$ cat src/rtl/instr_encoder.sv
// rtl/instr_encoder.sv - RV32I instruction encoder with registered valid/ready output and word address counter
module instr_encoder #(
  parameter int ADDR_W    = 8,
  parameter int BASE_ADDR = 0
) (
  input  logic              i_clk,
  input  logic              i_rst_n,
  input  logic              i_clear,
  input  logic              i_in_valid,
  output logic              o_in_ready,
  input  logic [2:0]        i_op_class,
  input  logic [1:0]        i_alu_op,
  input  logic [4:0]        i_rd,
  input  logic [4:0]        i_rs1,
  input  logic [4:0]        i_rs2,
  input  logic [31:0]       i_imm,
  output logic              o_out_valid,
  input  logic              i_out_ready,
  output logic [31:0]       o_out_instr,
  output logic [ADDR_W-1:0] o_out_addr,
  output logic              o_err,
  output logic [1:0]        o_err_code
);

  localparam logic [ADDR_W-1:0] LP_BASE = ADDR_W'(BASE_ADDR);

  localparam logic [2:0] CL_R      = 3'd0;
  localparam logic [2:0] CL_I      = 3'd1;
  localparam logic [2:0] CL_LOAD   = 3'd2;
  localparam logic [2:0] CL_STORE  = 3'd3;
  localparam logic [2:0] CL_BRANCH = 3'd4;
  localparam logic [2:0] CL_JAL    = 3'd5;
  localparam logic [2:0] CL_JALR   = 3'd6;

  localparam logic [6:0] OP_R      = 7'b0110011;
  localparam logic [6:0] OP_I      = 7'b0010011;
  localparam logic [6:0] OP_LOAD   = 7'b0000011;
  localparam logic [6:0] OP_STORE  = 7'b0100011;
  localparam logic [6:0] OP_BRANCH = 7'b1100011;
  localparam logic [6:0] OP_JAL    = 7'b1101111;
  localparam logic [6:0] OP_JALR   = 7'b1100111;

  localparam logic [1:0] ALU_SUB = 2'b01;

  logic              r_valid;
  logic [31:0]       r_instr;
  logic [ADDR_W-1:0] r_addr;
  logic              r_err;
  logic [1:0]        r_err_code;

  logic        w_accept;
  logic        w_fire;
  logic [2:0]  w_alu_f3;
  logic [31:0] w_word;
  logic        w_illegal;
  logic        w_range_bad;
  logic        w_misalign;
  logic [1:0]  w_code;
  logic        w_fit12;
  logic        w_fit13;
  logic        w_fit21;

  // A slot frees up when empty or draining this cycle; clear blocks intake
  assign o_in_ready  = !i_clear && (!r_valid || i_out_ready);
  assign w_accept    = i_in_valid && o_in_ready;
  assign w_fire      = r_valid && i_out_ready;

  assign o_out_valid = r_valid;
  assign o_out_instr = r_instr;
  assign o_out_addr  = r_addr;
  assign o_err       = r_err;
  assign o_err_code  = r_err_code;

  // Signed immediate fits when all bits above the field's sign bit match it
  assign w_fit12 = (i_imm[31:11] == '0) || (&i_imm[31:11]);
  assign w_fit13 = (i_imm[31:12] == '0) || (&i_imm[31:12]);
  assign w_fit21 = (i_imm[31:20] == '0) || (&i_imm[31:20]);

  // funct3 for the ALU ops shared by R and I classes
  always_comb begin
    w_alu_f3 = 3'b000;
    case (i_alu_op)
      2'b10:   w_alu_f3 = 3'b111;
      2'b11:   w_alu_f3 = 3'b110;
      default: w_alu_f3 = 3'b000;
    endcase
  end

  // Build the machine word and classify the request's problems
  always_comb begin
    w_word      = '0;
    w_illegal   = 1'b0;
    w_range_bad = 1'b0;
    w_misalign  = 1'b0;
    case (i_op_class)
      CL_R: begin
        w_word = {(i_alu_op == ALU_SUB) ? 7'b0100000 : 7'b0000000,
                  i_rs2, i_rs1, w_alu_f3, i_rd, OP_R};
      end
      CL_I: begin
        w_illegal   = (i_alu_op == ALU_SUB);
        w_range_bad = !w_fit12;
        w_word      = {i_imm[11:0], i_rs1, w_alu_f3, i_rd, OP_I};
      end
      CL_LOAD: begin
        w_range_bad = !w_fit12;
        w_word      = {i_imm[11:0], i_rs1, 3'b010, i_rd, OP_LOAD};
      end
      CL_STORE: begin
        w_range_bad = !w_fit12;
        w_word      = {i_imm[11:5], i_rs2, i_rs1, 3'b010, i_imm[4:0], OP_STORE};
      end
      CL_BRANCH: begin
        w_range_bad = !w_fit13;
        w_misalign  = i_imm[0];
        w_word      = {i_imm[12], i_imm[10:5], i_rs2, i_rs1, 3'b000,
                       i_imm[4:1], i_imm[11], OP_BRANCH};
      end
      CL_JAL: begin
        w_range_bad = !w_fit21;
        w_misalign  = i_imm[0];
        w_word      = {i_imm[20], i_imm[10:1], i_imm[11], i_imm[19:12], i_rd, OP_JAL};
      end
      CL_JALR: begin
        w_range_bad = !w_fit12;
        w_word      = {i_imm[11:0], i_rs1, 3'b000, i_rd, OP_JALR};
      end
      default: w_illegal = 1'b1;
    endcase
  end

  // Highest-priority error wins; zero means the request encodes cleanly
  always_comb begin
    w_code = 2'b00;
    if (w_illegal)        w_code = 2'b01;
    else if (w_range_bad) w_code = 2'b10;
    else if (w_misalign)  w_code = 2'b11;
  end

  // Output slot: load a clean word on accept, empty it when drained
  always_ff @(posedge i_clk or negedge i_rst_n) begin
    if (!i_rst_n) begin
      r_valid <= 1'b0;
      r_instr <= '0;
    end else if (i_clear) begin
      r_valid <= 1'b0;
    end else if (w_accept && (w_code == 2'b00)) begin
      r_valid <= 1'b1;
      r_instr <= w_word;
    end else if (w_fire) begin
      r_valid <= 1'b0;
    end
  end

  // Word address advances once per delivered word, wrapping naturally
  always_ff @(posedge i_clk or negedge i_rst_n) begin
    if (!i_rst_n) begin
      r_addr <= LP_BASE;
    end else if (i_clear) begin
      r_addr <= LP_BASE;
    end else if (w_fire) begin
      r_addr <= r_addr + ADDR_W'(1);
    end
  end

  // Sticky error flag; the code of the first error is kept until clear
  always_ff @(posedge i_clk or negedge i_rst_n) begin
    if (!i_rst_n) begin
      r_err      <= 1'b0;
      r_err_code <= 2'b00;
    end else if (i_clear) begin
      r_err      <= 1'b0;
      r_err_code <= 2'b00;
    end else if (w_accept && (w_code != 2'b00)) begin
      r_err <= 1'b1;
      if (!r_err) r_err_code <= w_code;
    end
  end

endmodule

$ cat config.mk
export PLATFORM = sky130hd
export DESIGN_NAME = instr_encoder
export DESIGN_NICKNAME = d
export VERILOG_FILES = /design/src/rtl/instr_encoder.sv
export SDC_FILE = /design/constraint.sdc
export NUM_CORES = 1
export LEC_CHECK = 0
export CAP_MARGIN = 25
export CORE_MARGIN = 4
export CORE_UTILIZATION = 47
export CTS_CLUSTER_SIZE = 25
export DETAILED_ROUTE_END_ITERATION = 8
export GPL_TIMING_DRIVEN = 0
export PLACE_DENSITY = 0.86
export SLEW_MARGIN = 20
export SYNTH_ARGS = -nofsm -noshare
export SYNTH_HDL_FRONTEND = slang
export SYNTH_SLANG_ARGS = --single-unit
$ cat constraint.sdc
create_clock -name i_clk -period 3.06 [get_ports i_clk]
set_input_delay 0.306 -clock i_clk [delete_from_list [all_inputs] [get_ports i_clk]]
set_output_delay 0.306 -clock i_clk [all_outputs]
set_load 0.01 [all_outputs]
==> summary.txt, run 1 <==
Setup path
  • Reg2reg setup slack: around 1.2 ns
  • CP Class: in2reg
  • CP Launch Type: input pin
  • CP Capture Type: register
  • RR Startpoint: o_out_valid$_DFFE_PN0P_
  • Crit path max fanout: 10
  • Worst path required time: around 3.2 ns
  • RR Endpoint: o_out_instr[12]$_DFFE_PN0P_
  • Worst path arrival time: ~2.7 ns
  • Path depth of the worst reg2reg path: 6

Yosys
  • Syn_nets: about 330
  • Synth Warn #: 0
  • Synth Flop Type: dfrtp_1
  • Register area share after synthesis: a little over two fifths
  • Synth Register Bits: between 40 and 50
  • Fraction of registers with async set/reset: 100.0%
  • Synth Cell Area: 2496 um^2
  • Mapped Cells: 268
  • Post-Syn Area per Cell: approximately 9.3 um^2
  • Count of cell types in the netlist: 40
  • Post-synth EDFFs: 0

Timing
  • Final Hold Vio Count: 0
  • Rel. slew slack: about 54%
  • Final Critical Period: 2.516 ns
  • Final Cycle Share: 82.21%
  • PnR worst setup slack: about 0.54 ns
  • Final setup fails: 0
  • Worst-Margin Slew: between 0.6 and 0.7 ns
  • F_max: between 300 and 400 MHz
  • RSZ-0062 raised after global routing: no
  • Max Slew Vio Count: 0
  • Clock Skew: approximately 0.0058 ns
  • Setup_tns: 0 ns

CTS
  • Clk slew on worst S/H paths: around 0.08 ns
  • CTS buffer count: 5
  • Clock Tree Buf Depth: 2
  • Setup bufs post-CTS: 0
  • Clock Tree Root: clkbuf_8
  • Clock Latency Late Sink: approximately 0.30 ns
  • CTS tree: yes
  • Htree depth: 2
  • CTS Sinks: between 40 and 50

Routing
  • Drt initial violations: ~160
  • Met3 wire len: approximately 390 um
  • Post-DRT Antenna Nets: 0
  • Drt total wl: 7.036 mm
  • Via density: ~5.5
  • Top layer in use: met4
  • Met2 wire len: 3.649 mm
  • DR WL/cell: between 15 and 20 um
  • TritonRoute pass-1 iters: 5
  • Vias: roughly 2500
  • M1 WL: roughly 2.9 mm
  • Drt drc: 0

Power and ir drop
  • Pwr Total: 1.820 mW
  • Leakage Power: about 1.5 nW
  • PwrDens: around 490 nW/um^2
  • Max rail drop VDD: 0.3131 mV

Floorplan
  • Die Area: approximately 6500 um^2
  • Die Height: approximately 81 um
  • Initial core utilization: between 40% and 50%
  • Row count: 26
  • # IOs: roughly 100
  • Core ar.: approximately 5000 um^2
  • Die X: between 80 and 90 um

Placed design
  • Routability Congestion: approximately 0.85
  • PortBufs: slightly below 100
  • Dpl hpwl: between 5 and 6 mm
  • Pre-CTS setup slack: 0.2373 ns

Global routing
  • Tot GR Track Use: 22.92%
  • GR Overflow Total: 0
  • Largest net degree at the start of global routing: 28
  • Initial antenna violation count: 0
  • First-pass GRT wire length: about 12 mm
  • Vias in the first global route: 2456

Final layout
  • Antenna Cells: 0
  • Final Core Density: 71.76%
  • Final nets: 434
  • Reg area: about 1100 um^2
  • Fillers: 429
  • Synth-to-layout area growth: 47.77%
  • Layout cells sized above 1: a little under an eighth
  • Area of the multi-input gates: 1279 um^2

Flow run
  • Max-cap violations: 0

Run status
  • Status: finished clean

Hold path
  • Worst Hold Class: in2async
critical path: stages:
cell and delay (ns):
clkdlybuf4s50_1 0.52, nand4_1 0.12, or3_1 0.41, nor3_1 0.24, o211ai_2 0.18, nor3_4 0.34, buf_6 0.22, mux2_2 0.35
cell usage after synthesis, types with 2 or more instances:
| cell | count | share of area [%] |
|---|---|---|
| nand4_1 | 5 | 1.3 |
| a21o_1 | 2 | 0.60 |
| o21ai_0 | 14 | 2.8 |
| a211oi_1 | 2 | 0.60 |
| buf_2 | 2 | 0.40 |
| nor4b_1 | 2 | 0.70 |
| o21a_1 | 2 | 0.60 |
| o22ai_1 | 3 | 0.75 |
| inv_1 | 12 | 1.8 |
| nor2b_1 | 3 | 0.75 |
| buf_6 | 3 | 1.4 |
| a221oi_1 | 8 | 2.8 |
| and2_1 | 3 | 0.75 |
| xor2_1 | 6 | 2.1 |
| nand2b_1 | 4 | 1.0 |
| nand2_1 | 37 | 5.6 |
| nand3_1 | 5 | 1.0 |
| a31oi_1 | 3 | 0.75 |
| nor4_1 | 6 | 1.5 |
| xnor2_1 | 2 | 0.70 |
| nor3_1 | 5 | 1.0 |
| or2_2 | 2 | 0.50 |
| clkbuf_1 | 8 | 1.2 |
| buf_1 | 3 | 0.45 |
| mux2_2 | 24 | 11 |
| nor2_1 | 20 | 3.0 |
| mux2i_1 | 12 | 4.8 |
| a21oi_1 | 14 | 2.8 |
| and3_1 | 3 | 0.75 |
| dfrtp_1 | 43 | 43 |
worst max path at each step:
stage	to	start	cells after the start
after global routing	o_out_instr[19]$_DFFE_PN0P_	i_imm[20]	8
after floorplan	o_out_instr[31]$_DFFE_PN0P_	i_imm[25]	7
final	o_out_instr[12]$_DFFE_PN0P_	i_imm[20]	8
after detailed placement	o_out_instr[16]$_DFFE_PN0P_	i_imm[20]	8
after CTS	o_out_instr[16]$_DFFE_PN0P_	i_imm[20]	8
after global placement	o_out_instr[9]$_DFFE_PN0P_	i_imm[20]	8
cells in the final DEF (no fill, tap or decap), types with 2 or more instances in the layout:
cell type / instances
a211oi_1: 2
a21o_1: 2
a21oi_1: 14
a221oi_1: 8
a31oi_1: 3
and2_1: 3
and3_1: 3
buf_1: 3
buf_2: 3
buf_6: 3
clkbuf_1: 8
clkbuf_8: 5
clkdlybuf4s50_1: 98
clkinvlp_4: 2
dfrtp_1: 43
inv_1: 12
mux2_2: 24
mux2i_1: 12
nand2_1: 37
nand2b_1: 4
nand3_1: 5
nand4_1: 5
nor2_1: 20
nor2b_1: 3
nor3_1: 5
nor4_1: 6
nor4b_1: 2
o21a_1: 2
o21ai_0: 14
o22ai_1: 3
or2_2: 2
xnor2_1: 2
xor2_1: 6
final cells by class:
class                   count  area share, %
multi-input cells         195          34.67
repair buffers            101          27.54
plain buffers              17          2.510
flip-flops and latches     43          29.17
inverters                  13          1.323
clock inverters             3         0.5427
clock buffers               5          1.866
well taps                  70          2.374
layer usage:
layer  vias to the layer above  GRT usage, %
li1                       1168             -
met1                      1203         28.30
met2                        98         40.39
met3                        10         4.324
met4                         0         7.095
met5                         -             0
logic make-up after synthesis:
group / share of synthesized area, %
xor gates and xnor gates: 2.807
adders and majority gates: 0.5012
buffers and inverters: 5.664
AOI/OAI and AO/OA: 12.88
and+or+nand+nor: 19.40
DFF: 43.11
muxes: 15.64
timing repair:
action | in CTS | in global routing
gates resized for setup | 0 | 0
endpoints found under the hold margin | 16 | 0
hold buffers | 1 | 0
state kept, by name, indices dropped and copies added, names as in the netlist:
| name | flops |
|---|---|
| o_out_valid | 1 |
| o_out_instr | 31 |
| o_err_code | 2 |
| o_err | 1 |
| o_out_addr | 8 |
metrics by stage:
stage / hold slack, ns / area, um^2 / instances
global route: 0.4929 / 3689 / 447
global placement: 0.4722 / 3575 / 437
CTS: 0.4673 / 3689 / 447
finish: 0.4579 / 3689 / 447
floorplan: 0.01041 / 2496 / 268
detailed placement: 0.2551 / 3590 / 438
report_power, final:
group	total (mW)	internal (mW)	switching [mW]	leakage, nW
sequential	0.771	0.697	0.0734	0.542
combinational	0.688	0.415	0.273	0.955
clock	0.362	0.159	0.203	0.0402
No activity file was read; power rests on OpenSTA's default activity.
==> run 2: changes to the inputs <==
CORE_UTILIZATION = 43   (was 47)
PLACE_DENSITY = 0.8   (was 0.86)
clock period = 2.37 ns   (was 3.06 ns; I/O delays follow)
==> run 2 against run 1 <==
  * Worst setup slack worse by 0.51 ns
  * Global-route usage decreased by 2.9 points
  * Critical path depth is 1 higher
  * Clock power is 85% higher
  * Count of clock-buffer cells in the layout grew 1
  * Utilization decreased by 3.2 points
  * Worst hold slack got worse by 0.089 ns
  * Final cell count grew 1.8%
  * Clock skew fell by 0.0026 ns
  * Via count down 3.2%
==> summary.txt, run 2 (synthesis gave the netlist of run 1 again) <==
Placed design
  • Pre-CTS setup slack: -0.3835 ns
  • Placed Area: 3592 um^2
  • Dpl hpwl: roughly 5.3 mm
  • Dpl cells: 440
  • PortBufs: 99
  • Routability Congestion: 0.8698

Timing
  • Max Slew Vio Count: 0
  • Final Critical Period: between 2 and 2.5 ns
  • Clock Skew: ~0.0032 ns
  • Final Cycle Share: a little over nine tenths
  • PnR worst setup slack: roughly 0.038 ns
  • F_max: about 430 MHz
  • Final setup fails: 0
  • Final Hold Vio Count: 0
  • Worst-Margin Slew: a little over 0.7 ns
  • Rel. slew slack: around 52%

Setup path
  • CP max-delay cell: clkdlybuf4s50_1
  • CP cell instances: clkdlybuf4s50_1, nand4_1, or3_4, nor3_4, o211ai_2, nor3_4, buf_6, buf_6, mux2_2
  • CP Launch Type: input pin
  • Crit path max fanout: 5
  • CP bufs+invs: 3
  • Worst path arrival time: between 2 and 3 ns
  • CP Capture Type: register
  • Critical Path Max Stage Delay: ~0.50 ns
  • CP Class: in2reg
  • Worst path required time: roughly 2.6 ns
  • Family with the most delay on the worst path: simple AND/OR/NAND/NOR gates

CTS
  • Clock Tree Buf Depth: 2
  • Clock Latency Late Sink: around 0.29 ns
  • CTS tree: yes
  • CTS Sinks: 43
  • Htree depth: 2
  • Clk slew on worst S/H paths: around 0.08 ns
  • CTS buffer count: 5
  • Clock Tree Root: clkbuf_8

Final layout
  • Max reg flops: 31
  • Layout cells sized above 1: roughly 14%
  • Final Core Density: between 60 and 70%
  • Synth-to-layout area growth: 53.13%
  • Antenna Cells: 0
  • Leading cell type in the layout, fill and taps excluded: clkdlybuf4s50_1
  • Final nets: 440
  • Final std cells w/o fill: about 460
  • Post-layout instance area: 3822 um^2
  • Commonest cells after routing, fill and taps aside: clkdlybuf4s50_1 (92), dfrtp_1 (43), nand2_1 (37)
  • Fillers: around 460

Run status
  • Status: finished clean

Routing
  • TritonRoute pass-1 iters: 4
  • Drt initial violations: ~130
  • Via density: between 5 and 6
  • Drt total wl: approximately 7 mm
  • Vias: 2400
  • Drt drc: 0
  • Post-DRT Antenna Nets: 0
  • DR WL/cell: between 15 and 20 um

Power and ir drop
  • Max rail drop VDD: between 0.4 and 0.5 mV
  • Pwr Total: roughly 2.5 mW
  • PwrDens: around 670 nW/um^2
  • Leakage Power: 1.662 nW

Global routing
  • GR Overflow Total: 0
  • First-pass GRT wire length: ~12 mm
  • Largest net degree at the start of global routing: 30
  • Vias in the first global route: 2454
  • Initial antenna violation count: 0
  • Tot GR Track Use: 20.00%

Floorplan
  • # IOs: 102
  • Row count: 27
  • Die Height: 84.19 um
  • Initial core utilization: about 45%
  • Die X: approximately 84 um
  • Die Area: between 7000 and 8000 um^2
  • Core ar.: around 5600 um^2

Flow run
  • Max-cap violations: 0

Hold path
  • Worst Hold Class: in2async
[run 2: cell count changes in the layout (fill, tap and decap cells not counted), sizes merged]
cell / change
clkinv: -1
bufinv: +2
buf: +6
clkbuf: +1
dlymetal6s2s: +6
clkdlybuf4s50: -6
clkinvlp: -2
[run 2: path summary, 6_finish.rpt]
check                                     startpoint  slack (ns)  cells after the start                           to
max reg2reg                  o_out_valid$_DFFE_PN0P_        0.63                      7  o_out_instr[17]$_DFFE_PN0P_
max                                        i_imm[15]        0.04                      9  o_out_instr[17]$_DFFE_PN0P_
min                                          i_rst_n        0.37                      2  o_out_instr[27]$_DFFE_PN0P_
min reg2reg                o_err_code[1]$_DFFE_PN0P_        0.50                      2    o_err_code[1]$_DFFE_PN0P_
max in group asynchronous                    i_rst_n        1.53                      3  o_out_instr[21]$_DFFE_PN0P_
min in group i_clk                         i_imm[19]        0.43                      4  o_out_instr[19]$_DFFE_PN0P_
[run 2: area by class of cell]
cell class,instances,area (um^2),share of cell area [%]
clock inverters,2,60.06,1.571
clock buffers,6,72.57,1.899
repair buffers,108,1085,28.38
multi-input cells,195,1299,33.98
well taps,72,90.09,2.357
inverters,13,48.80,1.277
flip-flops and latches,43,1076,28.15
plain buffers,16,91.34,2.390
[run 2: per-stage QoR]
stage | hold WS, ns | setup TNS [ns]
after global routing | 0.4100 | -0.09424
after CTS | 0.3743 | 0
after global placement | 0.4666 | -13.45
after floorplan | -0.05859 | 0
final | 0.3691 | 0
after detailed placement | 0.1636 | -9.654
[run 2: metal layers]
| metal | global-route usage, % | part of all wire, % |
|---|---|---|
| met4 | 4.678 | 0.77 |
| met3 | 4.711 | 6.8 |
| met1 | 25.06 | 41 |
| met2 | 34.94 | 51 |
| met5 | 0 | 0 |
[run 2: repair_timing]
action                                  in CTS  in global routing
endpoints found under the setup margin      22                 22
pin swaps                                    1                  5
hold endpoints to repair                    14                  0
gates resized for setup                      1                 15
gates cloned                                 0                  1
hold buffers                                 1                  0
buffers inserted                             2                  4
[run 2: report_power, final]
part / internal (mW) / total (mW) / switching [mW] / leakage, nW
Combinational: 0.542 / 0.896 / 0.354 / 1.05
Sequential: 0.900 / 0.983 / 0.0827 / 0.542
Clock: 0.421 / 0.669 / 0.248 / 0.0654
==> run 3: changes to the inputs <==
CORE_ASPECT_RATIO = 0.8   (was not set)
CORE_MARGIN = 2   (was 4)
==> run 3 against run 2 <==
  * Count of clock-buffer cells in the layout shrank 1
  * Power shrank 3.0%
  * Wire length grew 1.4%
  * Cell area shrank 0.98%
  * Critical path type unchanged
  * Largest cell class unchanged
==> summary.txt, run 3 (synthesis gave the netlist of run 1 again) <==
Power and ir drop
  • Max rail drop VDD: about 0.39 mV
  • Internal power: approximately 1.8 mW
  • Net Sw Frac: between 20% and 30%
  • Leakage Power: between 1.5 and 2 nW
  • PwrDens: roughly 650 nW/um^2
  • P_sw: around 0.71 mW
  • Logic pwr share: a little over a third
  • Clock power frac: 24.0%
  • Sequential Power Share: roughly 40%

Floorplan
  • # IOs: slightly above 100
  • Row count: 24
  • Die Height: slightly above 70 um
  • Die Area: approximately 6400 um^2
  • Die X: between 80 and 90 um
  • Initial core utilization: 45.18%
  • Core ar.: between 5000 and 6000 um^2

Final layout
  • Commonest cells after routing, fill and taps aside: clkdlybuf4s50_1 (97), dfrtp_1 (43), nand2_1 (37)
  • Final nets: around 440
  • Final std cells w/o fill: 462
  • Leading cell type in the layout, fill and taps excluded: clkdlybuf4s50_1
  • Max reg flops: 31
  • Fillers: ~470
  • Antenna Cells: 0
  • Final Core Density: 68.50%
  • Post-layout instance area: around 3800 um^2
  • Layout cells sized above 1: 13.80%
  • Synth-to-layout area growth: 51.63%

Hold path
  • Worst Hold Class: in2async

Setup path
  • Path depth of the worst reg2reg path: 7
  • CP Class: in2reg
  • CP Launch Type: input pin
  • Worst path arrival time: about 2.5 ns
  • CP Capture Type: register
  • Worst path required time: 2.55 ns
  • Crit path max fanout: 10

Global routing
  • Vias in the first global route: 2354
  • First-pass GRT wire length: 11.30 mm
  • Tot GR Track Use: 22.74%
  • Largest net degree at the start of global routing: 26
  • GR Overflow Total: 0
  • Initial antenna violation count: 0

Timing
  • F_max: around 440 MHz
  • Final setup fails: 0
  • Final Hold Vio Count: 0
  • Final Cycle Share: 96.10%
  • Max Slew Vio Count: 0
  • Clock Skew: about 0.0095 ns
  • Rel. slew slack: between 50% and 60%
  • PnR worst setup slack: roughly 0.092 ns
  • Final Critical Period: around 2.3 ns
  • Worst-Margin Slew: 0.6861 ns
  • RSZ-0062 raised after global routing: no

Routing
  • TritonRoute pass-1 iters: 5
  • Via density: 5.335
  • Drt drc: 0
  • DR WL/cell: around 16 um
  • Drt total wl: between 7 and 8 mm
  • Vias: approximately 2500
  • Drt initial violations: between 150 and 200
  • Post-DRT Antenna Nets: 0

Placed design
  • Pre-CTS setup slack: -0.4464 ns
  • Dpl cells: ~450
  • Placed Area: between 3000 and 4000 um^2
  • Routability Congestion: 0.8191
  • PortBufs: between 90 and 100
  • Dpl hpwl: between 5 and 6 mm

CTS
  • Clock Tree Buf Depth: 2
  • Clk slew on worst S/H paths: about 0.10 ns
  • CTS Sinks: 43
  • CTS buffer count: 5
  • Htree depth: 2
  • Clock Tree Root: clkbuf_8
  • Clock Latency Late Sink: around 0.30 ns
  • CTS tree: yes

Flow run
  • Max-cap violations: 0

Run status
  • Status: finished clean
==> run 3: cell types whose count changed in the layout (fill, tap and decap cells not counted), sizes merged <==
| cell | before | now |
|---|---|---|
| clkdlybuf4s50 | 92 | 97 |
| dlymetal6s2s | 6 | 1 |
| buf | 17 | 18 |
| clkbuf | 14 | 13 |
| clkinv | 1 | 3 |
| bufinv | 2 | 1 |
==> run 3: power by group through the flow <==
stage	Sequential, mW	Combinational, mW	Clock, mW
4_1_cts	0.988	0.901	0.600
6_report	0.986	0.892	0.593
5_1_grt	1.01	0.961	0.629
2_1_floorplan	1.08	0.274	0
3_3_place_gp	0.996	0.868	0
3_5_place_dp	1.00	0.886	0
==> run 3: worst max-delay path, stage by stage <==
cell	delay (ns)
clkdlybuf4s50_1	0.49
nand4_1	0.16
or3_4	0.43
nor3_2	0.17
o211ai_2	0.15
nor3_4	0.15
buf_4	0.17
buf_6	0.16
mux2_2	0.34
==> run 3: final timing paths <==
path	slack [ns]	end	startpoint
worst max-delay path	0.09	o_out_instr[24]$_DFFE_PN0P_	i_imm[25]
worst min-delay path	0.42	o_out_instr[6]$_DFFE_PN0P_	i_rst_n
worst max register to register	0.53	o_out_instr[24]$_DFFE_PN0P_	o_out_valid$_DFFE_PN0P_
worst min register to register	0.50	o_out_instr[1]$_DFFE_PN0P_	o_out_instr[1]$_DFFE_PN0P_
max in group asynchronous	1.44	o_out_instr[23]$_DFFE_PN0P_	i_rst_n
min in group i_clk	0.48	o_out_instr[29]$_DFFE_PN0P_	i_imm[9]
==> run 3: layout make-up <==
type / count / area, um^2 / share of cell area [%]
plain buffers: 17 / 92.59 / 2.446
clock buffers: 5 / 68.82 / 1.818
clock inverters: 3 / 43.79 / 1.157
inverters: 13 / 48.80 / 1.289
multi-input cells: 195 / 1289 / 34.05
flip-flops and latches: 43 / 1076 / 28.43
well taps: 78 / 97.59 / 2.579
repair buffers: 108 / 1069 / 28.23
==> run 3: per-layer routing <==
layer | global-route usage, % | vias to the layer above | routed length (um) | share of wire (%)
li1 | - | 1180 | - | -
met2 | 37.12 | 103 | 3339 | 46
met1 | 30.79 | 1169 | 3264 | 45
met3 | 5.119 | 13 | 525 | 7.3
met5 | 0 | - | 0 | 0
met4 | 5.804 | 0 | 81 | 1.1
==> run 3: stage by stage <==
step	total power, mW	TNS, ns	hold slack, ns
2_1_floorplan	1.352	0	-0.05859
3_3_place_gp	1.864	-15.07	0.4765
3_5_place_dp	1.887	-11.72	0.2175
4_1_cts	2.490	0	0.4387
5_1_grt	2.599	0	0.4773
6_report	2.471	0	0.4241
==> run 3: repair_timing <==
item	CTS	global route
hold buffers	1	0
gates cloned	1	0
buffers inserted	6	0
endpoints found under the setup margin	22	22
resized for setup	2	2
hold endpoints to repair	18	0
pin swaps	2	1
